## src/rtl/z80_bus_tracer.sv

```systemverilog
// ---------------------------------------------------------------------------
// z80_bus_tracer
//   Passive monitor on the tv80s bus. Each completed bus cycle is classified
//   (fetch, memory rd/wr, IO rd/wr, interrupt acknowledge), packed into one
//   27-bit record {kind[2:0], addr[15:0], data[7:0]} and queued in a FIFO.
//
// Ports
//   clk, reset_n            clock, asynchronous active-low reset
//   cen                     clock enable; freezes sampling + FSM (pop stays live)
//   trace_en                gates the start of new cycles
//   m1_n..rfsh_n, A, di,    CPU bus strobes, address, read data, write data
//   dout
//   trace_valid/trace_data  FIFO head (data forced to 0 when empty)
//   trace_rdy               pop strobe
//   trace_count             records held
//   overflow, dropped       sticky overflow flag, saturating drop counter
// ---------------------------------------------------------------------------
module z80_bus_tracer #(
    parameter int DEPTH = 16,
    parameter int CNT_W = 8
) (
    input  logic                     clk,
    input  logic                     reset_n,
    input  logic                     cen,
    input  logic                     trace_en,
    input  logic                     m1_n,
    input  logic                     mreq_n,
    input  logic                     iorq_n,
    input  logic                     rd_n,
    input  logic                     wr_n,
    input  logic                     rfsh_n,
    input  logic [15:0]              A,
    input  logic [7:0]               di,
    input  logic [7:0]               dout,
    output logic                     trace_valid,
    output logic [26:0]              trace_data,
    input  logic                     trace_rdy,
    output logic [$clog2(DEPTH):0]   trace_count,
    output logic                     overflow,
    output logic [CNT_W-1:0]         dropped
);
    localparam int AW = $clog2(DEPTH);
    localparam logic [AW:0] FULL_CNT = DEPTH[AW:0];

    localparam logic [2:0] K_FETCH = 3'd0;
    localparam logic [2:0] K_MRD   = 3'd1;
    localparam logic [2:0] K_MWR   = 3'd2;
    localparam logic [2:0] K_IORD  = 3'd3;
    localparam logic [2:0] K_IOWR  = 3'd4;
    localparam logic [2:0] K_INTA  = 3'd5;

    typedef enum logic [1:0] {
        S_IDLE   = 2'd0,
        S_ACTIVE = 2'd1,
        S_COMMIT = 2'd2
    } state_t;

    // Write cycles carry the CPU's outgoing data; everything else the incoming.
    function automatic logic [7:0] sel_data(input logic [2:0] k,
                                            input logic [7:0] rdat,
                                            input logic [7:0] wdat);
        return (k == K_MWR || k == K_IOWR) ? wdat : rdat;
    endfunction

    function automatic logic [CNT_W-1:0] sat_inc(input logic [CNT_W-1:0] v);
        return (&v) ? v : v + CNT_W'(1);
    endfunction

    logic q_fetch, q_mrd, q_mwr, q_iord, q_iowr, q_inta;
    logic any_q;
    logic [2:0] new_kind;
    logic kind_hold;

    always_comb begin
        q_fetch = !m1_n && !mreq_n && !rd_n;
        q_mrd   =  m1_n && !mreq_n && !rd_n && rfsh_n;
        q_mwr   = !mreq_n && !wr_n;
        q_iord  = !iorq_n && !rd_n && m1_n;
        q_iowr  = !iorq_n && !wr_n;
        q_inta  = !m1_n && !iorq_n;
    end

    always_comb begin
        any_q    = 1'b1;
        new_kind = K_FETCH;
        if (q_inta)       new_kind = K_INTA;
        else if (q_fetch) new_kind = K_FETCH;
        else if (q_mwr)   new_kind = K_MWR;
        else if (q_mrd)   new_kind = K_MRD;
        else if (q_iowr)  new_kind = K_IOWR;
        else if (q_iord)  new_kind = K_IORD;
        else              any_q    = 1'b0;
    end

    state_t      state_q, state_d;
    logic [2:0]  kind_q, kind_d;
    logic [15:0] addr_q, addr_d;
    logic [7:0]  data_q, data_d;
    logic        push;

    // The cycle stays open only while the qualifier of the kind it started as
    // is still true; a different qualifier appearing does not extend it.
    always_comb begin
        case (kind_q)
            K_FETCH: kind_hold = q_fetch;
            K_MRD:   kind_hold = q_mrd;
            K_MWR:   kind_hold = q_mwr;
            K_IORD:  kind_hold = q_iord;
            K_IOWR:  kind_hold = q_iowr;
            K_INTA:  kind_hold = q_inta;
            default: kind_hold = 1'b0;
        endcase
    end

    always_comb begin
        state_d = state_q;
        kind_d  = kind_q;
        addr_d  = addr_q;
        data_d  = data_q;
        push    = 1'b0;
        if (cen) begin
            case (state_q)
                S_IDLE: begin
                    if (trace_en && any_q) begin
                        state_d = S_ACTIVE;
                        kind_d  = new_kind;
                        addr_d  = A;
                        data_d  = sel_data(new_kind, di, dout);
                    end
                end
                S_ACTIVE: begin
                    if (kind_hold) data_d  = sel_data(kind_q, di, dout);
                    else           state_d = S_COMMIT;
                end
                S_COMMIT: begin
                    push = 1'b1;
                    // Start the next cycle on this same edge so back-to-back
                    // bus cycles are not lost.
                    if (trace_en && any_q) begin
                        state_d = S_ACTIVE;
                        kind_d  = new_kind;
                        addr_d  = A;
                        data_d  = sel_data(new_kind, di, dout);
                    end else begin
                        state_d = S_IDLE;
                    end
                end
                default: state_d = S_IDLE;
            endcase
        end
    end

    always_ff @(posedge clk or negedge reset_n) begin
        if (!reset_n) state_q <= S_IDLE;
        else          state_q <= state_d;
    end

    // Record fields are only meaningful while state says so; no reset needed.
    always_ff @(posedge clk) begin
        kind_q <= kind_d;
        addr_q <= addr_d;
        data_q <= data_d;
    end

    logic [26:0]   mem_q [DEPTH];
    logic [AW:0]   wr_ptr_q, rd_ptr_q;
    logic          full, pop, push_ok, drop;
    logic          overflow_q;
    logic [CNT_W-1:0] dropped_q;

    assign trace_count = wr_ptr_q - rd_ptr_q;
    assign trace_valid = (wr_ptr_q != rd_ptr_q);
    assign full        = (trace_count == FULL_CNT);
    assign pop         = trace_valid && trace_rdy;
    // A pop on the same edge frees the slot, so a full FIFO still accepts.
    assign push_ok     = push && (!full || pop);
    assign drop        = push && full && !pop;
    assign trace_data  = trace_valid ? mem_q[rd_ptr_q[AW-1:0]] : 27'd0;
    assign overflow    = overflow_q;
    assign dropped     = dropped_q;

    always_ff @(posedge clk) begin
        if (push_ok) mem_q[wr_ptr_q[AW-1:0]] <= {kind_q, addr_q, data_q};
    end

    always_ff @(posedge clk or negedge reset_n) begin
        if (!reset_n) begin
            wr_ptr_q   <= '0;
            rd_ptr_q   <= '0;
            overflow_q <= 1'b0;
            dropped_q  <= '0;
        end else begin
            if (push_ok) wr_ptr_q <= wr_ptr_q + (AW+1)'(1);
            if (pop)     rd_ptr_q <= rd_ptr_q + (AW+1)'(1);
            if (drop) begin
                overflow_q <= 1'b1;
                dropped_q  <= sat_inc(dropped_q);
            end
        end
    end

endmodule

```

## config.mk

```make
export PLATFORM = sky130hd
export DESIGN_NAME = z80_bus_tracer
export DESIGN_NICKNAME = d
export VERILOG_FILES = /design/src/rtl/z80_bus_tracer.sv
export SDC_FILE = /design/constraint.sdc
export NUM_CORES = 1
export LEC_CHECK = 0
export ABC_AREA = 1
export BUFFER_PORTS_ARGS = -buffer_cell sky130_fd_sc_hd__buf_2
export CAP_MARGIN = 20
export CORE_MARGIN = 3
export CORE_UTILIZATION = 23
export DETAILED_ROUTE_END_ITERATION = 6
export PLACE_DENSITY = 0.43
export SLEW_MARGIN = 20
export SYNTH_ARGS = -nofsm -noshare
export SYNTH_HDL_FRONTEND = slang
export SYNTH_SLANG_ARGS = --single-unit
```

## constraint.sdc

```tcl
create_clock -name clk -period 3.7 [get_ports clk]
set_input_delay 0.37 -clock clk [delete_from_list [all_inputs] [get_ports clk]]
set_output_delay 0.37 -clock clk [all_outputs]
set_load 0.005 [all_outputs]
```

==> metrics.yaml <==
utilization_pct: 27.8
period_minus_slack_ns: 3.65
drc: 0
wl_um: 56700
final_nets: 1769
slew_headroom_pct: 32.1
endpoint_kind: "output port"
grt_max_degree: 165
clock_sinks: 480
r2r_start: "wr_ptr_q[0]"
cts-root-buf: "clkbuf_16"
startpoint_type: "flop"
drv_slew: 0
numPortBuffers: 84
yosysWarnings: 0
place_area_sq_um: 21600
numCtsBuffers: 51
crit_path_cell_trace: "buf_16 -> o21ai_0 -> o211ai_1 -> nand3_1 -> a21oi_1 -> buf_2"
cp-startpoint: "rd_ptr_q[1]"
cts_htree_levels: 2
area_growth_pct: 18.7
syn_inst: 1631
drtIter0Drc: 1223
ys_types: 37
powerDensity_nw_per_um2: 758
grt_pass1_vias: 12900
ys_ff_latch: 480
leakage_nw: 7.95
hold_start: "cen"
crit_fanout: 164
fmax_mhz: 274
syn_nets: 1685
die_x_um: 299
syn_avg_cell_area_sq_um: 12.1
synthesis.area_sq_um: 19800
worstMarginPinSlew_ns: 1.02
vias: 13000
layout_common_cells: "edfxtp_1, nor2_1, o21ai_0"
status: "completed"
gr-total-overflow: 0
clk_path_buf_depth: 3
clk_latency_ns: 0.58
critical_path_required_ns: 3.33
cts_tree: "done"
cts_setup_buffers: 0
dieHeight_um: 299
min_period_over_period_pct: 98.7
layout.cells.most_common: "edfxtp_1"
track_usage_pct: 12.4
placementRows: 106
setup_viol: 0
crit_arrival_ns: 3.28
path_clk_slew_ns: 0.06
io_pins: 85
fin_skew_ns: 0.0199
fillers: 8760
die-area_sq_um: 89700
ir_drop_mv: 0.616
wire_per_inst_um: 19.6
fin_area_sq_um: 23500
gp_congestion: 0.826
cp_top_family: "compound AO/OA/AOI/OAI gates"
crit_type: "reg2out"
max-cap-violations: 0
drtPass1Iterations: 5
slowest_delay_ns: 0.57
grt_pass1_wl_um: 84800
power_mw: 17.8
coreArea_sq_um: 84500
rsz0062_at_grt: "false"
initial_core_util_pct: 23.4
drive_gt1_share_pct: 12.5
antenna_found_initial: 8
crit_slowest_cell: "a21oi_1"
dp_hpwl_um: 35000
finalHoldViolCount: 0
rrSetupSlack_ns: 0.46
ant_nets: 0
final.setup.tns_ns: 0
hp-class: "in2reg"
critPathBufInv: 2
avgViaCountPerCell: 4.48
synth-seq-area-share_pct: 72.2
## worst reg2reg max path, cell delays in order (launching register included)
cell	delay [ns]
dfrtp_1	0.43
inv_1	0.15
ha_1	0.17
inv_1	0.06
fa_1	0.39
xor2_1	0.22
nor2_1	0.07
nand3_1	0.13
nor2_4	0.06
inv_4	0.08
nand2_4	0.09
buf_12	0.20
nor2_4	0.78
## flip-flops by register name, indices dropped and copies added (netlist names), 2 cells and up
register  flops
addr_q       16
dropped       8
data_q        8
mem_q       432
wr_ptr_q      5
rd_ptr_q      5
kind_q        3
state_q       2
## cells by family (layout without fill, tap and decap cells)
| logic type | Yosys count | in the layout | share of synthesized area, % |
|---|---|---|---|
| XOR/XNOR | 14 | 14 | 0.657 |
| adder cells (fa/ha/maj) | 11 | 11 | 0.733 |
| AND/OR/NAND/NOR | 581 | 581 | 12.0 |
| AO/OA/AOI/OAI | 377 | 377 | 10.6 |
| flip-flops | 480 | 480 | 72.2 |
| other | 0 | 1 | 0 |
| buffers and inverters | 168 | 294 | 3.75 |
## stage by stage
step / setup WS (ns) / instances / hold slack, ns
floorplan: 0.224 / 1631 / 0.0744
global placement: 0.424 / 2779 / 0.392
detailed placement: 0.445 / 2779 / 0.403
CTS: 0.0769 / 2891 / 0.0162
global route: 0.00566 / 2891 / 0.0636
finish: 0.0480 / 2892 / 0.0661
## worst paths after layout
check | endpoint | depth (start not counted)
min | state_q[1] | 2
max reg2reg | mem_q[2][13] | 12
max | trace_data[21] | 6
min reg2reg | overflow | 1
min in group asynchronous | overflow | 2
max in group asynchronous | rd_ptr_q[0] | 2
## cell usage after synthesis, drive strengths merged
library cell / n / share of area [%]
edfxtp: 459 / 70
nor2: 317 / 6.1
o21ai: 226 / 5.7
nand2: 180 / 3.6
inv: 73 / 1.4
nand3: 66 / 1.8
o22ai: 55 / 1.7
o211ai: 54 / 2.0
clkbuf: 48 / 0.91
buf: 45 / 1.4
a21oi: 41 / 1.1
dfrtp: 21 / 2.7
nand4: 13 / 0.41
ha: 10 / 0.63
xor2: 9 / 0.40
xnor2: 5 / 0.26
and2: 2 / 0.063
clkinv: 2 / 0.038
or2: 2 / 0.063
a21o: 1 / 0.038
fa: 1 / 0.10
nor3: 1 / 0.025
## routing by layer
| layer | up-vias | share of wire, % | GRT usage, % |
|---|---|---|---|
| met5 | - | 0 | 0 |
| met4 | 0 | 1.6 | 2.60 |
| met3 | 62 | 6.3 | 2.63 |
| met2 | 359 | 42 | 18.1 |
| met1 | 6528 | 50 | 18.9 |
| li1 | 6020 | - | - |
## report_power, final
part | total (mW) | internal, mW | leakage (nW) | switching (mW)
clock | 5.44 | 3.30 | 0.855 | 2.15
sequential | 6.43 | 6.18 | 4.41 | 0.246
combinational | 5.97 | 1.78 | 2.68 | 4.19
total | 17.8 | 11.3 | 7.95 | 6.58
## layout make-up
type / count / area, sq um / share of cell area (%)
clock buffer: 66 / 1410 / 5.98
multi-input combinational: 983 / 4880 / 20.7
clock inverter: 29 / 364 / 1.55
tap: 1134 / 1420 / 6.03
sequential: 480 / 14300 / 60.9
timing repair buffer: 124 / 841 / 3.58
inverter: 75 / 289 / 1.23
antenna: 1 / 2.50 / 0.0106
## what timing repair did
item	CTS	global route
setup endpoints to repair	0	4
hold buffers	17	0
resized for setup	0	2
hold endpoints to repair	37	0
Power figures use the tool's default switching activity.
